<file path="src/rtl/serial_sub_ctrl.sv">
// Bit-serial subtractor controller: runs one shared 1-bit full-subtractor cell
// LSB-first over WIDTH cycles, with a start/busy/done handshake and held results.
module serial_sub_ctrl #(
    parameter int WIDTH = 8
) (
    input  logic             clk,
    input  logic             rst_n,
    input  logic             start,
    input  logic [WIDTH-1:0] a,
    input  logic [WIDTH-1:0] b,
    input  logic             bin,
    output logic             busy,
    output logic             done,
    output logic [WIDTH-1:0] diff,
    output logic             bout,
    output logic             zero
);

    localparam int CW = (WIDTH > 1) ? $clog2(WIDTH) : 1;
    localparam logic [CW-1:0] LAST = CW'(WIDTH - 1);

    typedef enum logic [1:0] {
        S_IDLE,
        S_RUN,
        S_DONE
    } state_t;

    state_t           state;
    logic [WIDTH-1:0] sa;
    logic [WIDTH-1:0] sb;
    logic [WIDTH-1:0] sr;
    logic             br;
    logic [CW-1:0]    cnt;

    logic             cell_diff;
    logic             cell_borrow;
    logic [WIDTH-1:0] sr_next;

    // The shared 1-bit full-subtractor cell, fed from the operand LSBs and the borrow register.
    assign cell_diff   = sa[0] ^ sb[0] ^ br;
    assign cell_borrow = (~sa[0] & sb[0]) | (~(sa[0] ^ sb[0]) & br);
    assign sr_next     = {cell_diff, sr[WIDTH-1:1]};

    // NOTE: all state uses non-blocking assignments so every register samples pre-edge values.
    always_ff @(posedge clk or negedge rst_n) begin
        if (!rst_n) begin
            state <= S_IDLE;
            sa    <= '0;
            sb    <= '0;
            sr    <= '0;
            br    <= 1'b0;
            cnt   <= '0;
            busy  <= 1'b0;
            done  <= 1'b0;
            diff  <= '0;
            bout  <= 1'b0;
            zero  <= 1'b0;
        end else begin
            case (state)
                S_IDLE, S_DONE: begin
                    done <= 1'b0;
                    if (start) begin
                        sa    <= a;
                        sb    <= b;
                        br    <= bin;
                        cnt   <= '0;
                        busy  <= 1'b1;
                        state <= S_RUN;
                    end else begin
                        state <= S_IDLE;
                    end
                end
                S_RUN: begin
                    br  <= cell_borrow;
                    sr  <= sr_next;
                    sa  <= sa >> 1;
                    sb  <= sb >> 1;
                    cnt <= cnt + CW'(1);
                    // Results are loaded only here, so they hold through IDLE and the next RUN.
                    if (cnt == LAST) begin
                        diff  <= sr_next;
                        bout  <= cell_borrow;
                        zero  <= (sr_next == '0);
                        busy  <= 1'b0;
                        done  <= 1'b1;
                        state <= S_DONE;
                    end
                end
                default: state <= S_IDLE;
            endcase
        end
    end

endmodule

</file>
<file path="config.mk">
export PLATFORM = sky130hd
export DESIGN_NAME = serial_sub_ctrl
export DESIGN_NICKNAME = d
export VERILOG_FILES = /design/src/rtl/serial_sub_ctrl.sv
export SDC_FILE = /design/constraint.sdc
export NUM_CORES = 1
export LEC_CHECK = 0
export ABC_AREA = 1
export BUFFER_PORTS_ARGS = -buffer_cell sky130_fd_sc_hd__buf_4
export CORE_ASPECT_RATIO = 0.7
export CORE_MARGIN = 3
export CORE_UTILIZATION = 55
export CTS_CLUSTER_DIAMETER = 150
export DETAILED_ROUTE_END_ITERATION = 6
export GPL_TIMING_DRIVEN = 0
export PLACE_DENSITY = 0.87
export SETUP_SLACK_MARGIN = 0.2
export SYNTH_ARGS = -nofsm -noshare
export SYNTH_HDL_FRONTEND = slang
export SYNTH_SLANG_ARGS = --single-unit
</file>
<file path="constraint.sdc">
create_clock -name clk -period 1.7 [get_ports clk]
set_input_delay 0 -clock clk [delete_from_list [all_inputs] [get_ports clk]]
set_output_delay 0 -clock clk [all_outputs]
set_load 0.01 [all_outputs]
</file>
After elaboration in Yosys (flattened, before gate mapping)
Cells that the tools add are included.
{ "totals": {"elab_cells": 48, "register_bits": 42, "input_bits": 20} }
{ "op_classes": {"bitwise": 7, "n_eq_ne": 5, "reduce_logical": 8, "addsub": 1, "n_mux": 16} }
{ "ops": {"columns": ["op", "count"], "rows": [
  ["one-hot mux 8 bit (2 select lines)", 2],
  ["two-way mux 8 bit", 2],
  ["zero test 8 bit", 1],
  ["one-hot mux 1 bit (2 select lines)", 3],
  ["one-hot mux 3 bit (2 select lines)", 1],
  ["AND reduction 2 bit", 3],
  ["two-way mux 1 bit", 5],
  ["inequality test 2 bit, second input constant", 2],
  ["one-hot mux 2 bit (2 select lines)", 1],
  ["adder 3 x 1 -> 3 bit, second input constant", 1],
  ["== test 3 bit, second input constant", 1],
  ["two-way mux 3 bit", 1],
  ["AND reduction 3 bit", 1],
  ["AND 1 bit", 2],
  ["== test 2 x 1 -> 1 bit, second input constant", 1],
  ["== test 2 bit, second input constant", 1],
  ["zero test 2 bit", 1],
  ["two-way mux 2 bit", 1],
  ["NOT 1 bit", 2],
  ["nonzero test 2 bit", 1],
  ["OR reduction 2 bit", 1],
  ["bitwise XOR 1 bit", 2],
  ["bitwise OR 1 bit", 1]
]} }

Depth between registers and ports, before layout
{ "logic_depth": {"word_depth": 5, "ltp_mapped": 7, "ltp_nobuf": 7} }

Worst setup path after synthesis
Ideal clock, no wire load.
{ "synth_path": {"path_type": "flip-flop to flip-flop", "startpoint": "reg sa[0]", "endpoint": "reg zero", "period_less_slack_ns": 1.257, "path_buffers": 0, "arrival_ns": 1.192, "slack_ns": 0.443, "setup_time_ns": 0.065, "required_time_ns": 1.635, "stages_incl_launch_ff": 7, "path_cell_list": "dfrtp_1 fa_1 nor2_1 nand2_1 nor2_1 nand2_1 nand2_1"} }
{ "synth_between": {"elab_chain_len": 3} }
{ "synth_rtl": {"columns": ["element", "line", "text"], "rows": [
  ["start, declared", "29", "logic [WIDTH-1:0] sa;"],
  ["start signal, assigned", "76", "sa <= sa >> 1;"],
  ["bitwise XOR 1 bit (2 in series)", "40", "assign cell_diff = sa[0] ^ sb[0] ^ br;"],
  ["named net cell_diff", "35", "logic cell_diff;"],
  ["zero test 8 bit", "83", "zero <= (sr_next == '0);"],
  ["end signal, assigned", "83", null],
  ["end, declared", "16", "output logic zero"]
]} }
The timed path passes the listed nets, and every way through them passes these cells.
A chain may end at the register's enable or synchronous reset.

Final worst setup path
{ "layout_path": {"startpoint": "reg br", "endpoint": "reg zero"} }
{ "layout_between": {"elab_chain_len": 2} }
{ "layout_rtl": {"columns": ["element", "line", "text"], "rows": [
  ["start, declared", "32", "logic br;"],
  ["start signal, assigned", "65", "br <= bin;"],
  ["start signal, assigned", "74", "br <= cell_borrow;"],
  ["bitwise XOR 1 bit", "40", null],
  ["named net cell_diff", "35", null],
  ["zero test 8 bit", "83", null]
]} }
The timed path passes the listed nets, and every way through them passes these cells.

==> summary.txt <==
Finish
  – N_diodes: 0
  – Area Growth Syn to Fin: 23.9%
  – Final instance area: 2370 um^2
  – Multi-input gate area: 653 um^2
  – Most frequent cells in the layout: nand2_1 (93), dfrtp_1 (41), inv_1 (40)
  – Most common cell after layout, fill and taps aside: nand2_1
  – Cell Count, Final, Fillers Out: 324
  – Nets: 299
  – Register Area: 1030 um^2
  – Fillers: 259
  – Post-layout util: 0.734
  – Share of cells above drive strength 1: 0.217

Worst setup path
  – Crit path DAT: 1.64 ns
  – Setup crit start: br
  – Reg2Reg Setup Slack: 0.29 ns
  – Crit path kind: reg -> reg
  – Worst-path maximum fanout: 2
  – CP Launch Type: flop
  – Critical Path RT: 1.94 ns
  – Critical Path End Type: flop
  – Worst reg2reg startpoint: br

GRT
  – Largest net degree at the start of global routing: 42
  – Global-route wire length before repair: 6.94 mm
  – Grt total ovfl: 0
  – Vias in the first global route: 1,504
  – Initial antenna violation count: 0
  – GRT Overall Usage: 0.207

Yosys
  – Post-Synthesis Cells: 233
  – Synth top area share: 0.536
  – Largest area contributor in the netlist: dfrtp_1
  – Main area contributors after synthesis: dfrtp_1 (54%), nand2_1 (18%), inv_1 (7.8%), nand3_1 (3.9%), o21ai_2 (3.7%)
  – #FFs+latches synth: 41
  – Synth Net Count: 256
  – Synthesized area: 1920 um^2
  – Synth unique cells: 19
  – Syn Area/Cell: 8.22 um^2
  – Yosys Warn Count: 0
  – Post-synthesis sequential area ratio: 0.536

Timing
  – Post-route minimum period: 1.41 ns
  – Sum Neg Setup Slack: 0 ns
  – Unrepaired setup endpoints after global routing: false
  – Final hold viol count: 0
  – Slew at the pin closest to its max-slew limit: 0.505 ns
  – Slew Limit Fails: 0
  – Setup Skew: 0.00597 ns
  – Worst relative slew slack: 0.663
  – Final period util: 0.827
  – Hold WS: 0.0135 ns
  – Final WS setup: 0.293 ns
  – Fmax: 0.711 GHz
  – Endpoints failing setup: 0

Clocking
  – CTS root buffer: clkbuf_8
  – Clock latency on the worst-skew pair: 0.29 ns
  – TritonCTS Sinks: 41
  – H-tree Lvls: 2
  – Max Root-Sink Buffers: 2
  – Clock transition at path regs: 0.07 ns
  – CTS Buf Count: 5
  – CTS tree: done

Die
  – Core ar.: 3230 um^2
  – Cell Rows: 17
  – I/O Pins: 32
  – Die X: 76.5 um
  – Chip height: 55.4 um
  – Die ar.: 4240 um^2
  – Initial Utilization: 0.592

Placement
  – Post-Place Cells: 311
  – Port bufs: 31
  – Placed inst area: 2210 um^2
  – DP Worst Slack: 0.292 ns
  – HPWL Detailed: 2.60 mm
  – GPL Wtd Cong: 0.799

Routing
  – Post-route ant nets: 0
  – First-pass iteration count of the detailed router: 4
  – Via density: 4.68
  – Via count: 1,515
  – Initial drt markers: 124
  – # DRC: 0
  – WL per Instance: 11.7 um
  – Final wirelength: 3.78 mm

Pwr
  – Sequential share of power: 0.369
  – Clock share of power: 0.175
  – Power after layout: 4.60 mW
  – Pleak: 1.34 nW
  – Sw Ratio: 0.400
  – Int Power: 2.76 mW
  – Worst vdd ir: 1.19 mV
  – Sw power: 1.84 mW
  – Cell Pwr Density: 1940 nW/um^2
  – Comb pwr share: 0.456

Hold path
  – Worst min path class: in -> reg
  – Hold path startpoint: b[3]

Job
  – Max cap viols: 0

Status
  – Outcome: complete, no violations
kinds of logic (layout without fill, tap and decap cells):
group	count (synthesis)	after routing	synth area share
and+or+nand+nor	119	119	0.252
buffers and inverters	51	95	0.123
DFF	41	41	0.536
AOI/OAI and AO/OA	19	19	0.0653
adders and majority gates	3	3	0.0235
cell usage after synthesis:
library cell  number
nor2_1             6
or2_0              1
nand2_1           93
o21ai_0            2
buf_2              2
dfrtp_1           41
a21oi_1            1
nand2_2            3
nand3_1           15
buf_6              4
fa_1               1
inv_1             40
buf_4              2
ha_1               2
inv_4              2
o21ai_1            8
o21ai_2            8
nand2_4            1
clkinv_1           1
final cells by class:
type	count	area share
plain buffers	8	0.0295
inverters	43	0.0701
well taps	47	0.0248
flip-flops and latches	41	0.432
clock buffers	7	0.0364
clock inverters	1	0.0127
multi-input cells	141	0.275
repair buffers	36	0.119
worst max-delay path, cell delays in order (launching register included):
cell and delay (ns):
dfrtp_1 0.35, inv_1 0.06, fa_1 0.50, nor2_1 0.12
nand2_1 0.09, nor2_1 0.11, nand2_1 0.07, nand2_1 0.05
flip-flops by register name, indices dropped and copies added, names as in the netlist:
signal	cells
diff	8
sa	8
sb	8
sr	7
cnt	3
state	2
bout	1
br	1
busy	1
done	1
zero	1
power by group through the flow:
stage                     combinational [mW]  sequential, mW  clock [mW]
after floorplan                         1.44            1.72           0
after global placement                  2.00            1.69           0
after detailed placement                2.08            1.71           0
after CTS                               2.12            1.70       0.820
after global routing                    2.41            1.76       0.867
final                                   2.10            1.70       0.805
what timing repair did:
action | CTS | global route
hold endpoints to repair | 46 | 0
buffers inserted | 0 | 0
hold buffers | 5 | 0
endpoints found under the setup margin | 0 | 1
gates resized for setup | 0 | 0
final timing paths:
path / to / cells after the start
min in group asynchronous: diff[3] / 2
setup reg to reg: zero / 7
hold reg to reg: busy / 2
max in group asynchronous: sb[4] / 2
hold / removal: sb[3] / 5
setup / recovery: zero / 7
layer usage:
layer  vias to the layer above  GRT usage  wire length (um)  share of wire
met4                         0     0.0594                57          0.015
met5                         -          0                 0              0
li1                        775          -                 -              -
met1                       696      0.282              1810           0.48
met2                        37      0.317              1690           0.45
met3                         7     0.0700               229          0.061
(Power assumes the default switching activity.)
